[src/rtl/pulse_dec_pkg.sv]
// Shared types and default constants for the pulse width decoder.
//   dec_state_t   : decoder FSM states
//   DEC_NOM_WIDTH : default nominal pulse width in clock cycles
//   DEC_TOL       : default accepted deviation in clock cycles
package pulse_dec_pkg;

  typedef enum logic [1:0] {
    WAIT_LOW = 2'd0,
    IDLE     = 2'd1,
    MEASURE  = 2'd2
  } dec_state_t;

  localparam int DEC_NOM_WIDTH = 32;
  localparam int DEC_TOL       = 2;

endpackage

[src/rtl/sync_2ff.sv]
// Two-flop synchronizer for a single asynchronous level.
// Used by pulse_width_decoder only when PULSE_WIDTH_DECODER_SYNC_EN is defined.
// Ports:
//   clk : destination clock
//   rst : synchronous active-high reset, clears both flops
//   d   : asynchronous input level
//   q   : level synchronized to clk (2-cycle delay)
module sync_2ff (
  input  logic clk,
  input  logic rst,
  input  logic d,
  output logic q
);

  logic meta_r;
  logic sync_r;

  // Two-stage capture of d into the clk domain
  always_ff @(posedge clk) begin
    if (rst) begin
      meta_r <= 1'b0;
      sync_r <= 1'b0;
    end else begin
      meta_r <= d;
      sync_r <= meta_r;
    end
  end

  assign q = sync_r;

endmodule

[src/rtl/pulse_width_decoder.sv]
// Pulse width decoder: measures the high time of a stretched level pulse and
// turns it back into a single-cycle strobe.
//   evt fires once when a pulse of NOM_WIDTH-TOL .. NOM_WIDTH+TOL cycles ends.
//   err fires once when a pulse ends too short, or as soon as it grows past
//   NOM_WIDTH+TOL cycles (the rest of that overlong pulse is then ignored).
// Optional macro: PULSE_WIDTH_DECODER_SYNC_EN inserts a 2-flop synchronizer
// on pulse_in (all latencies +2 cycles). Without it pulse_in must already be
// synchronous to clk.
// Ports:
//   clk      : sole clock, rising edge
//   rst      : synchronous active-high reset
//   pulse_in : stretched pulse from the transmitter
//   evt      : one-cycle strobe, valid-width pulse ended
//   err      : one-cycle strobe, pulse too short or too long
//   width    : last measured high time, saturating at NOM_WIDTH+TOL+1
//   busy     : high while a pulse is being measured
module pulse_width_decoder
  import pulse_dec_pkg::*;
#(
  parameter  int NOM_WIDTH = DEC_NOM_WIDTH,
  parameter  int TOL       = DEC_TOL,
  localparam int CNT_W     = $clog2(NOM_WIDTH + TOL + 2)
) (
  input  logic             clk,
  input  logic             rst,
  input  logic             pulse_in,
  output logic             evt,
  output logic             err,
  output logic [CNT_W-1:0] width,
  output logic             busy
);

  localparam logic [CNT_W-1:0] MIN_CNT = CNT_W'(NOM_WIDTH - TOL);
  localparam logic [CNT_W-1:0] MAX_CNT = CNT_W'(NOM_WIDTH + TOL);
  localparam logic [CNT_W-1:0] SAT_CNT = CNT_W'(NOM_WIDTH + TOL + 1);
  localparam logic [CNT_W-1:0] ONE_CNT = CNT_W'(1);

  logic             p_s;
  dec_state_t       state_r, state_nxt_s;
  logic [CNT_W-1:0] cnt_r, cnt_nxt_s;
  logic [CNT_W-1:0] width_r, width_nxt_s;
  logic             evt_r, evt_nxt_s;
  logic             err_r, err_nxt_s;
  logic             busy_r, busy_nxt_s;

`ifdef PULSE_WIDTH_DECODER_SYNC_EN
  sync_2ff u_sync (
    .clk (clk),
    .rst (rst),
    .d   (pulse_in),
    .q   (p_s)
  );
`else
  assign p_s = pulse_in;
`endif

  // Next-state, counter and strobe decisions
  always_comb begin
    state_nxt_s = state_r;
    cnt_nxt_s   = cnt_r;
    width_nxt_s = width_r;
    evt_nxt_s   = 1'b0;
    err_nxt_s   = 1'b0;
    case (state_r)
      // A pulse already high when we come out of reset (or an overlong one)
      // is ignored until the line has been seen low.
      WAIT_LOW: begin
        if (!p_s) begin
          state_nxt_s = IDLE;
        end else begin
          state_nxt_s = WAIT_LOW;
        end
      end
      IDLE: begin
        if (p_s) begin
          state_nxt_s = MEASURE;
          cnt_nxt_s   = ONE_CNT;
        end else begin
          state_nxt_s = IDLE;
        end
      end
      MEASURE: begin
        if (p_s) begin
          if (cnt_r >= MAX_CNT) begin
            // Overlong: report once, then wait for the line to drop.
            cnt_nxt_s   = SAT_CNT;
            width_nxt_s = SAT_CNT;
            err_nxt_s   = 1'b1;
            state_nxt_s = WAIT_LOW;
          end else begin
            cnt_nxt_s   = cnt_r + ONE_CNT;
          end
        end else begin
          // Falling edge: cnt can never exceed MAX_CNT here, so anything
          // not short is in range.
          width_nxt_s = cnt_r;
          state_nxt_s = IDLE;
          if (cnt_r < MIN_CNT) begin
            err_nxt_s = 1'b1;
          end else begin
            evt_nxt_s = 1'b1;
          end
        end
      end
      default: begin
        state_nxt_s = WAIT_LOW;
      end
    endcase
    busy_nxt_s = (state_nxt_s == MEASURE);
  end

  // State, counter and registered outputs
  always_ff @(posedge clk) begin
    if (rst) begin
      state_r <= WAIT_LOW;
      cnt_r   <= '0;
      width_r <= '0;
      evt_r   <= 1'b0;
      err_r   <= 1'b0;
      busy_r  <= 1'b0;
    end else begin
      state_r <= state_nxt_s;
      cnt_r   <= cnt_nxt_s;
      width_r <= width_nxt_s;
      evt_r   <= evt_nxt_s;
      err_r   <= err_nxt_s;
      busy_r  <= busy_nxt_s;
    end
  end

  assign evt   = evt_r;
  assign err   = err_r;
  assign width = width_r;
  assign busy  = busy_r;

endmodule

[config.mk]
export PLATFORM = sky130hd
export DESIGN_NAME = pulse_width_decoder
export DESIGN_NICKNAME = d
export VERILOG_FILES = /design/src/rtl/pulse_dec_pkg.sv /design/src/rtl/sync_2ff.sv /design/src/rtl/pulse_width_decoder.sv
export SDC_FILE = /design/constraint.sdc
export NUM_CORES = 1
export LEC_CHECK = 0
export CAP_MARGIN = 15
export CORE_MARGIN = 3
export CORE_UTILIZATION = 54
export DETAILED_ROUTE_END_ITERATION = 12
export GPL_TIMING_DRIVEN = 0
export HOLD_SLACK_MARGIN = 0.15
export PLACE_DENSITY = 0.8
export SLEW_MARGIN = 0
export SYNTH_ARGS = -nofsm -noshare
export SYNTH_HDL_FRONTEND = slang
export SYNTH_SLANG_ARGS = --single-unit
[constraint.sdc]
create_clock -name clk -period 4.1 [get_ports clk]
set_clock_uncertainty 0.1 [all_clocks]
set_input_delay 0.82 -clock clk [delete_from_list [all_inputs] [get_ports clk]]
set_output_delay 0.82 -clock clk [all_outputs]
set_load 0.005 [all_outputs]
======== Yosys cells after proc, flatten, opt, wreduce, memory -nomap -nowiden ========
Index checks and enable logic that the tools add are counted.
word-level totals
  logic and storage cells ................. 37
  register bits ........................... 17
  memories ................................ 0
  input port bits ......................... 3
  bits in writable memories ............... 0
  bits in read-only memories .............. 0
  output and inout port bits .............. 9
  latch bits .............................. 0
cells by class
  reductions and logical operators ........ 6
  shift operators ......................... 0
  $mul .................................... 0
  mux-type cells .......................... 15
  div/mod/pow operators ................... 0
  order comparisons ....................... 2
  add/subtract/negate cells ............... 1
  bitwise logic cells ..................... 1
  equal/unequal tests ..................... 6
operators by type and width
  kind                 count
  $mux 6               5
  $pmux 6 s2           1
  $add 6x1->6 const B  1
  $ge 6x6->1 const B   1
  $lt 6x5->1 const B   1
  $mux 2               3
  $pmux 2 s3           1
  $mux 1               5
  $eq 2x2->1 const B   2
  $ne 2x2->1 const B   2
  $reduce_and 3->1     1
  $reduce_or 3->1      1
  $eq 2x1->1 const B   1
  $logic_not 2->1      1
  $ne 2x1->1 const B   1
  $reduce_and 2->1     1
  $reduce_bool 2->1    1
  $reduce_or 2->1      1
  $not 1->1            1

======== Depth between registers and ports, before layout ========
Gate-level depths: netlist (run 1).
  depth after elaboration ................. 5
  mapped depth ............................ 6
  depth with buffers taken out ............ 6

======== Worst setup path after synthesis (run 1) ========
No wires, ideal clock.
  path kind ............................... input port to flip-flop
  start point ............................. input pulse_in
  end point ............................... register width_r[0] (netlist: width[0])
  required time ........................... 3,866 ps
  data arrival time ....................... 1,615 ps
  library setup time ...................... 134 ps
  cell stages on the path ................. 4
  buffers on the path ..................... 0
  path slack .............................. 2,251 ps
  cells stage by stage .................... or3b_2 -> o211a_1 -> nor2_1 -> a211oi_1
between the ends
  cells in the longest elaborated chain, start to end .. 2
  elaborated cells on any way between the ends .. 3
  those cells by class .................... 1 x eq/ne; 1 x mux; 1 x reduce/logical
RTL lines
  element                            RTL line                    source
  start: declaration                 pulse_width_decoder.sv:26   input logic pulse_in,
  $ne 2x1->1 (no source line)        n/a
  $reduce_and 2->1 (no source line)  n/a
  end signal: assignment             pulse_width_decoder.sv:124  width_r <= width_nxt_s;
  end: declaration                   pulse_width_decoder.sv:41   logic [CNT_W-1:0] width_r, width_nxt_s;
Parallel ways exist; a longest one is shown, timed or not.
A chain may end at the register's enable or synchronous reset.

======== Worst setup path after layout (run 1) ========
  start point ............................. input pulse_in
  end point ............................... register cnt_r[3]
between the ends
  cells in the longest elaborated chain, start to end .. 2
  elaborated cells on any way between the ends .. 3
  those cells by class .................... 2 x eq/ne; 1 x reduce/logical
RTL lines
  element                              RTL line                    source
  $ne 2x2->1 (no source line)          n/a
  $reduce_and 3->1 (no source line) *  n/a
  end signal: assignment               pulse_width_decoder.sv:123  cnt_r <= cnt_nxt_s;
  end: declaration                     pulse_width_decoder.sv:40   logic [CNT_W-1:0] cnt_r, cnt_nxt_s;
Mark *: on every way between the ends. The rest lies on a longest branch, timed or not.

==> out/qor.json, run 1 <==
{
  "power_and_ir_drop": {
    "switching_share": 0.231,
    "power_leakage_nw": 0.331,
    "power.share.clock": 0.322,
    "relative_contribution_of_combinational_cells_to_total_power": 0.070,
    "powerDensity_nw_per_um2": 303,
    "vdd_ir_drop_max_v": 0.000223,
    "net-switching-power_uw": 64.5,
    "internal-power_uw": 214,
    "design_power_total_uw": 279,
    "share_seq_of_total_power": 0.608
  },
  "floorplanning": {
    "effective_utilization_at_floorplan": 0.630,
    "pin_count": 12,
    "rows": 12,
    "die-width_microns": 43.7,
    "core_area_sq_um": 1220,
    "die_height_microns": 43.7,
    "design.die.area_sq_um": 1910
  },
  "synth": {
    "synth_largest_area_cell": "dfxtp_1",
    "synthTopCellsByArea": "dfxtp_1, nor2_1, nand2b_1",
    "synthFlopType": "dfxtp_1",
    "yosys_warnings": 0,
    "ys_ff_latch": 17,
    "synth_area_per_cell_sq_um": 9.01,
    "synthDistinctLibCells": 33,
    "netlist_instances": 85,
    "mappedNetlistNets": 90,
    "synthesis.area_sq_um": 766,
    "synth_edf_count": 0,
    "yosysMostFrequentCell": "dfxtp_1",
    "async_reset_ff_frac": 0,
    "yosysSeqAreaShare": 0.444,
    "most_frequent_cells_after_synthesis": "dfxtp_1, nor2_1, a21oi_1, nand2b_1, nor3_1",
    "synth_top_area_frac": 0.444
  },
  "timing": {
    "finalSetupTns_ns": 0,
    "period_needed_ns": 2.32,
    "fmax_ghz": 0.432,
    "hold_ws_ns": 0.395,
    "finalHoldViolCount": 0,
    "number_of_max_slew_violations_in_the_final_report": 0,
    "worstMarginPinSlew_ns": 0.601,
    "layout_worst_path_cycle_share": 0.565,
    "setup_viol_count_final": 0,
    "max_slew_margin": 0.596,
    "grt_setup_unrepaired": "no",
    "setup_ws_ns": 1.78
  },
  "place": {
    "place_congestion": 0.873,
    "port-buffer-count": 11,
    "dp_cells": 110,
    "dpl_worst_slack_ns": 1.51,
    "detailed_place_hpwl_microns": 1160
  },
  "global_routing": {
    "global_route_usage_sum": 0.185,
    "grt_max_degree": 11,
    "antenna_found_initial": 0,
    "first_global_vias": 599,
    "globalRouteOverflowTotal": 0,
    "grt_pass1_wl_microns": 2590
  },
  "critical_path": {
    "crit-reg2reg-capture": "cnt_r[3]",
    "critPathSlowestCell": "clkdlybuf4s50_1",
    "end_kind": "flop",
    "cp.arrival_ns": 2.40,
    "r2r_cells": 4,
    "r2r_start": "cnt_r[1]",
    "worst-r2r-setup-slack_ns": 2.20,
    "data_required_time_of_the_worst_path_ns": 4.18,
    "worst-setup-path-type": "input pin to flop",
    "cpPeakStageDelay_ns": 0.51,
    "kind_of_launch_point_of_the_worst_setup_path": "input pin",
    "cp_max_fo": 10,
    "cell_by_cell_trace_of_the_critical_path": "clkdlybuf4s50_1 > clkbuf_1 > a21boi_0 > o32ai_1 > o2bb2ai_1"
  },
  "cts": {
    "worst_setup_hold_path_clk_slew_ns": 0.10,
    "clk_latency_ns": 0.29,
    "cts-buffers-inserted": 3,
    "largest_buffer_count_on_any_clock_path": 2,
    "cts.root.buffer_cell": "clkbuf_4",
    "cts_setup_buffers": 0,
    "clock_tree.htree_level_count": 1,
    "cts_tree": "done",
    "holdBufCountCts": 0,
    "cts_sinks": 17,
    "cts-resized-gates": 0
  },
  "cells_and_area": {
    "area_delta_synth_final_pct": 20.1,
    "finalNonFillerCells": 114,
    "post_route_cells_drive_above_1_share": 0.0900,
    "antennaDiodeCount": 0,
    "final_net_count": 106
  },
  "routing": {
    "viasPerCell": 5.98,
    "remaining_drc_errors": 0,
    "detail-route-antenna-nets": 0,
    "wirelength_microns": 1590,
    "routed-via-count": 682,
    "drtIter0Drc": 13,
    "avgRoutedWirePerCell_microns": 13.9,
    "first_pass_iteration_count_of_the_detailed_router": 4
  },
  "worst_hold_path": {
    "min_to": "state_r[0]",
    "min_from": "state_r[1]",
    "min_path_cells": 1,
    "hold_path.class": "flop to flop"
  },
  "outcome": {
    "status": "complete, no violations"
  },
  "job": {
    "max_cap_violations": 0
  }
}
## power by group through the flow
stage	sequential (mW)	clock [mW]	combinational (mW)
finish	0.169	0.0897	0.0195
global route	0.170	0.100	0.0212
CTS	0.169	0.0935	0.0195
detailed placement	0.173	0	0.0193
global placement	0.173	0	0.0190
floorplan	0.173	0	0.0124
## kinds of logic (layout without fill, tap and decap cells)
logic type	after synthesis	count (layout)	share of synthesized area
AND/OR/NAND/NOR	34	34	0.235
AO/OA/AOI/OAI	26	26	0.258
flip-flops	17	17	0.444
buffers and inverters	6	21	0.0294
adder cells (fa/ha/maj)	2	2	0.0327
## worst max-delay path by stage
| stage | depth (start not counted) | endpoint | start |
|---|---|---|---|
| floorplan | 4 | width[0] | pulse_in |
| global placement | 5 | cnt_r[2] | pulse_in |
| detailed placement | 5 | cnt_r[3] | pulse_in |
| CTS | 5 | cnt_r[3] | pulse_in |
| global route | 5 | cnt_r[3] | pulse_in |
| finish | 5 | cnt_r[3] | pulse_in |
## area by class of cell
type                            instances  area (sq um)
Sequential cell                        17           340
Buffer                                  3          11.3
Fill cell                              97           297
Timing Repair Buffer                   11           110
Tap cell                               14          17.5
Inverter                                3          11.3
Multi-Input combinational cell         62           403
Clock buffer                            4          26.3
## layout by cell type, fill, tap and decap left out, types with 2 or more instances in the layout
cell type / netlist / final
a211oi_1: 3 / 3
a21oi_1: 5 / 5
a22oi_1: 3 / 3
and2_1: 2 / 2
clkbuf_1: 3 / 4
clkbuf_4: 0 / 3
clkdlybuf4s50_1: 0 / 11
dfxtp_1: 17 / 17
ha_1: 2 / 2
inv_1: 3 / 3
nand2_1: 4 / 4
nand2b_1: 5 / 5
nor2_1: 10 / 10
nor3_1: 5 / 5
o211ai_1: 2 / 2
o21ai_0: 2 / 2
## per-layer routing
metal  GRT usage  up-vias  routed length, microns
met5           0        -                       0
met4      0.0964        0                      40
met3      0.0539        5                      78
met2       0.273       19                     717
met1       0.242      312                     753
li1            -      346                       -
## sequential cells by signal (all words and copies together) (netlist names)
name	cells
state_r	2
cnt_r	6
busy	1
evt	1
err	1
width	6
## through the flow
step / cell area [sq um] / utilization
after global placement: 893 / 0.735
after floorplan: 766 / -
final: 920 / 0.756
after global routing: 920 / 0.756
after detailed placement: 893 / 0.735
after CTS: 920 / 0.756
## worst max-delay path: cells and delay by family
kind	cells	cell delay [ns]
buffers and inverters	2	0.83
AO/OA/AOI/OAI	3	0.75
(Power assumes the default switching activity.)
==> run 2: changes to the inputs <==
--- a/config.mk
+++ b/config.mk
@@ -7,11 +7,11 @@
 export LEC_CHECK = 0
 export CAP_MARGIN = 15
 export CORE_MARGIN = 3
-export CORE_UTILIZATION = 54
+export CORE_UTILIZATION = 50
 export DETAILED_ROUTE_END_ITERATION = 12
 export GPL_TIMING_DRIVEN = 0
 export HOLD_SLACK_MARGIN = 0.15
-export PLACE_DENSITY = 0.8
+export PLACE_DENSITY = 0.75
 export SLEW_MARGIN = 0
 export SYNTH_ARGS = -nofsm -noshare
 export SYNTH_HDL_FRONTEND = slang
==> constraint.sdc (replaced) <==
create_clock -name clk -period 2.2 [get_ports clk]
set_clock_uncertainty 0.1 [all_clocks]
set_input_delay 0.44 -clock clk [delete_from_list [all_inputs] [get_ports clk]]
set_output_delay 0.44 -clock clk [all_outputs]
set_load 0.005 [all_outputs]
==> run 2 against run 1 <==
- cell count is 0.88% higher
- cell area up 0.14%
- flip-flop and latch count stayed put
- die area increased by 6.9%
- register-to-register slack worse by 1.9 ns
- worst hold slack improved by 0.0013 ns
- critical endpoint is now cnt_r[0]
- largest power group unchanged
==> out/qor.json, run 2 (same netlist as run 1, synthesis figures left out) <==
{
  "cells_and_area": {
    "finalNonFillerCells": 115,
    "area_delta_synth_final_pct": 20.3,
    "fill_cells": 117,
    "final_cell_mix": "dfxtp_1, clkdlybuf4s50_1, nor2_1",
    "antennaDiodeCount": 0,
    "most_common_cell_after_layout_fill_and_taps_aside": "dfxtp_1",
    "post_route_cells_drive_above_1_share": 0.0900,
    "final_net_count": 106,
    "utilization": 0.674,
    "postLayoutCellArea_sq_um": 921
  },
  "floorplanning": {
    "die-width_microns": 45.1,
    "design.die.area_sq_um": 2040,
    "pin_count": 12,
    "core_area_sq_um": 1370,
    "rows": 13,
    "effective_utilization_at_floorplan": 0.560,
    "die_height_microns": 45.1
  },
  "worst_hold_path": {
    "hold_path.class": "flop to flop",
    "min_path_cells": 2,
    "min_to": "width[5]",
    "min_from": "width[5]"
  },
  "timing": {
    "grt_setup_unrepaired": "no",
    "setup_ws_ns": 0.278,
    "fmax_ghz": 0.520,
    "layout_worst_path_cycle_share": 0.874,
    "finalHoldViolCount": 0,
    "period_needed_ns": 1.92,
    "finalSetupTns_ns": 0,
    "max_slew_margin": 0.601,
    "hold_ws_ns": 0.396,
    "setup_viol_count_final": 0,
    "number_of_max_slew_violations_in_the_final_report": 0,
    "worstMarginPinSlew_ns": 0.594
  },
  "critical_path": {
    "r2r_cells": 4,
    "cp.arrival_ns": 2.02,
    "worst-r2r-setup-slack_ns": 0.35,
    "critPathBufInv": 2,
    "data_required_time_of_the_worst_path_ns": 2.30,
    "crit-reg2reg-capture": "cnt_r[2]",
    "cell_by_cell_trace_of_the_critical_path": "clkdlybuf4s50_1 > clkbuf_1 > a21boi_0 > nor2_1 > a311oi_1",
    "r2r_start": "cnt_r[1]",
    "cpPeakStageDelay_ns": 0.52,
    "end_kind": "flop",
    "worst-setup-path-type": "input pin to flop",
    "critical_path_launch_point": "pulse_in",
    "kind_of_launch_point_of_the_worst_setup_path": "input pin",
    "critPathSlowestCell": "clkdlybuf4s50_1",
    "critical_path_depth": 5,
    "cp_max_fo": 10,
    "critical_path.top_delay_family": "buffers and inverters"
  },
  "place": {
    "detailed_place_hpwl_microns": 1130,
    "detailed_place.area_sq_um": 895,
    "place_congestion": 0.819,
    "dp_cells": 111,
    "port-buffer-count": 11,
    "dpl_worst_slack_ns": 0.0158
  },
  "power_and_ir_drop": {
    "power_leakage_nw": 0.331,
    "design_power_total_uw": 516,
    "powerDensity_nw_per_um2": 561,
    "vdd_ir_drop_max_v": 0.000392
  },
  "routing": {
    "wirelength_microns": 1580,
    "avgRoutedWirePerCell_microns": 13.7,
    "viasPerCell": 5.79,
    "drtIter0Drc": 23,
    "routed-via-count": 666,
    "remaining_drc_errors": 0,
    "first_pass_iteration_count_of_the_detailed_router": 4,
    "detail-route-antenna-nets": 0
  },
  "global_routing": {
    "grt_max_degree": 11,
    "antenna_found_initial": 0,
    "globalRouteOverflowTotal": 0,
    "first_global_vias": 622,
    "grt_pass1_wl_microns": 2660,
    "global_route_usage_sum": 0.177
  },
  "cts": {
    "holdBufCountCts": 0,
    "cts_tree": "done",
    "cts-resized-gates": 0,
    "worst_setup_hold_path_clk_slew_ns": 0.09,
    "cts_setup_buffers": 0,
    "clock_tree.htree_level_count": 1,
    "largest_buffer_count_on_any_clock_path": 2,
    "cts.root.buffer_cell": "clkbuf_4",
    "clk_latency_ns": 0.29,
    "cts-buffers-inserted": 3,
    "cts_sinks": 17
  },
  "job": {
    "max_cap_violations": 0
  },
  "outcome": {
    "status": "complete, no violations"
  }
}
## run 2: how the worst max path moves through the flow
stage / to
floorplan: cnt_r[2]
global placement: cnt_r[3]
detailed placement: cnt_r[2]
CTS: cnt_r[0]
global route: cnt_r[0]
finish: cnt_r[0]
## run 2: layout make-up
cell class                      count  area, sq um  area share
Tap cell                           15         18.8      0.0204
Multi-Input combinational cell     62          403       0.437
Buffer                              3         11.3      0.0122
Sequential cell                    17          340       0.370
Timing Repair Buffer               11          110       0.120
Inverter                            3         11.3      0.0122
Clock buffer                        4         26.3      0.0285
## run 2: worst register-to-register path: cells and delay by family, from the launching register on
kind,cells,cell delay [ns]
simple gates,2,0.85
compound gates,2,0.45
flops,1,0.39
## run 2: power by group
| part | switching [mW] | internal (mW) | leakage (nW) |
|---|---|---|---|
| Clock | 0.0933 | 0.0705 | 0.0150 |
| Combinational | 0.0200 | 0.0167 | 0.178 |
| Sequential | 0.00385 | 0.312 | 0.138 |
## run 2: per-layer routing
metal | routed length [microns] | vias to the layer above | global-route usage
met1 | 764 | 301 | 0.221
met2 | 701 | 21 | 0.280
met3 | 74 | 4 | 0.0359
li1 | - | 340 | -
met4 | 36 | 0 | 0.105
met5 | 0 | - | 0
==> RTL change (config.mk and constraints of run 1) <==
Re-encode `dec_state_t` (3 states) as one-hot, 3 bits wide.
--- a/src/rtl/pulse_dec_pkg.sv
+++ b/src/rtl/pulse_dec_pkg.sv
@@ -4,10 +4,10 @@
 //   DEC_TOL       : default accepted deviation in clock cycles
 package pulse_dec_pkg;
 
-  typedef enum logic [1:0] {
-    WAIT_LOW = 2'd0,
-    IDLE     = 2'd1,
-    MEASURE  = 2'd2
+  typedef enum logic [2:0] {
+    WAIT_LOW = 3'b001,
+    IDLE     = 3'b010,
+    MEASURE  = 3'b100
   } dec_state_t;
 
   localparam int DEC_NOM_WIDTH = 32;
Function: no difference found for any inputs over 10 cycles, from zero or initial values and one cycle with rst high; not proved beyond that.
==> RTL change against run 1 <==
  * Setup slack gained 0.26 ns
  * Area after synthesis rose by 13%
  * Combinational power down 4%
  * Routed wire length is 4.5% higher
  * Sequential share of layout area down 1.1 points
  * Design area up 9.3%
  * Worst hold slack improved by 0.0048 ns
  * Power is 1.6% higher
  * Sequential cell count up 1
  * Via count rose by 10%
  * Largest cell class unchanged
  * Highest routed layer unchanged
==> RTL change: results (changes against run 1) <==
.. list-table::
   :header-rows: 1

   * - Metric
     - Value
   * - Portion of the post-synthesis area used by sequential elements
     - 0.417 (-0.0271)
   * - Via count of the first global-routing pass
     - 603 (+0.67%)
   * - Number of violations reported at the end of detailed-routing iteration 0
     - 21 (+8)
   * - Crit path max fanout
     - 2 (-8)
   * - Maximum ir drop on the vdd rail
     - 0.182 mV (-18%)
   * - Worst min-delay path endpoint
     - width[0]
   * - Area contributors post-synth
     - dfxtp_1 (42%), nor2_1 (4.8%), nand2_1 (4.3%), nor3_1 (4.1%), ha_1 (2.9%)
   * - Reg2reg path depth
     - 6 (+2)
   * - Post-synthesis net count
     - 105 (+17%)
   * - Worst setup slack for register-to-register paths
     - 2.06 ns (-0.14 ns)
   * - Critical register-to-register path startpoint
     - cnt_r[0]
   * - Wire length of the first global-routing pass
     - 2790 µm (+7.4%)
   * - Most common library cells after synthesis
     - dfxtp_1 (18), nor2_1 (11), nand2_1 (10)
   * - Result of the run
     - completed
   * - Total leakage power
     - 0.368 nW (+11%)
   * - Fraction of layout instances using a drive strength above 1
     - 0.106 (+0.0162)
   * - CP arrival
     - 1.14 ns (-1.26 ns)
   * - DP Wirelength
     - 1200 µm (+3.5%)
   * - Transition at the pin with the smallest max-transition slack
     - 0.564 ns (-0.0366 ns)
   * - Reg-to-reg endpoint
     - cnt_r[1]
   * - Port buffer count
     - 10 (-1)
   * - Pre-CTS setup slack
     - 1.93 ns (+0.422 ns)
   * - GP Congestion
     - 0.780 (-11%)
   * - Worst Hold Margin
     - 0.400 ns (+0.00485 ns)
   * - Post-detailed-routing wire length
     - 1660 µm (+4.5%)
   * - Startpoint of the worst hold path
     - width[0]
   * - Number of cells traversed by the worst hold path
     - 2 (+1)
   * - All-layer global routing usage
     - 0.182 (-0.00310)
   * - Total Nets Final
     - 120 (+13%)
   * - Number of distinct library cell variants in the gate-level netlist after synthesis
     - 36 (+9.1%)
   * - Number of vias in the routed layout
     - 751 (+10%)
   * - Fill cell instance count of the final layout
     - 120 (+24%)
==> RTL change: how the worst max path moves through the flow <==
stage / start / to / slack [ns] / cells past startpoint
floorplan: pulse_in / state_r[0] / 2.03 / 3
global placement: rst / cnt_r[3] / 1.94 / 4
detailed placement: rst / cnt_r[3] / 1.93 / 4
CTS: width[3] / width[3] / 2.04 / 1
global route: cnt_r[0] / busy / 1.94 / 6
finish: width[3] / width[3] / 2.04 / 1
==> RTL change: kinds of logic (layout without fill, tap and decap cells) <==
family | count (synthesis) | count (layout) | synth area share
simple gates | 45 | 45 | 0.270
buf+inv | 8 | 21 | 0.0377
flops | 18 | 18 | 0.417
fa+ha+maj | 2 | 2 | 0.0290
xor+xnor | 2 | 2 | 0.0203
compound gates | 25 | 25 | 0.226
==> RTL change: tightest hold or removal path, cell delays in order, from the launching register on <==
cell and delay (ns):
dfxtp_1 0.32, nor2_1 0.09, a211oi_1 0.05
==> RTL change: per-layer routing <==
layer  vias up  routed length (µm)  track usage  share of wire
met5         -                   0            0              0
met4         0                  18       0.0852          0.011
met3         2                  63       0.0356          0.038
met2        13                 687        0.245           0.41
met1       347                 893        0.273           0.54
li1        389                   -            -              -
==> RTL change: cell type report <==
| cell class | count | area (µm²) | area share |
|---|---|---|---|
| inverter | 3 | 11.3 | 0.0112 |
| clock buffer | 3 | 22.5 | 0.0224 |
| sequential | 18 | 360 | 0.359 |
| tap | 15 | 18.8 | 0.0187 |
| multi-input combinational | 74 | 470 | 0.468 |
| timing repair buffer | 10 | 100 | 0.0996 |
| buffer | 5 | 21.3 | 0.0212 |
==> RTL change: stage by stage <==
step	std cells	power, W	instance area [µm²]	util
6_report	128	0.000283	1000	0.718
5_1_grt	128	0.000296	1000	0.718
4_1_cts	128	0.000283	1000	0.718
3_5_place_dp	125	0.000200	982	0.702
3_3_place_gp	125	0.000200	982	0.702
2_1_floorplan	100	0.000195	863	-
==> RTL change: report_power, final <==
| group | leakage (nW) | total [W] | internal [W] | switching [W] |
|---|---|---|---|---|
| Combinational | 0.209 | 0.0000188 | 0.00000777 | 0.0000110 |
| Sequential | 0.145 | 0.000178 | 0.000176 | 0.00000149 |
| Clock | 0.0138 | 0.0000866 | 0.0000342 | 0.0000524 |
| Total | 0.368 | 0.000283 | 0.000218 | 0.0000649 |
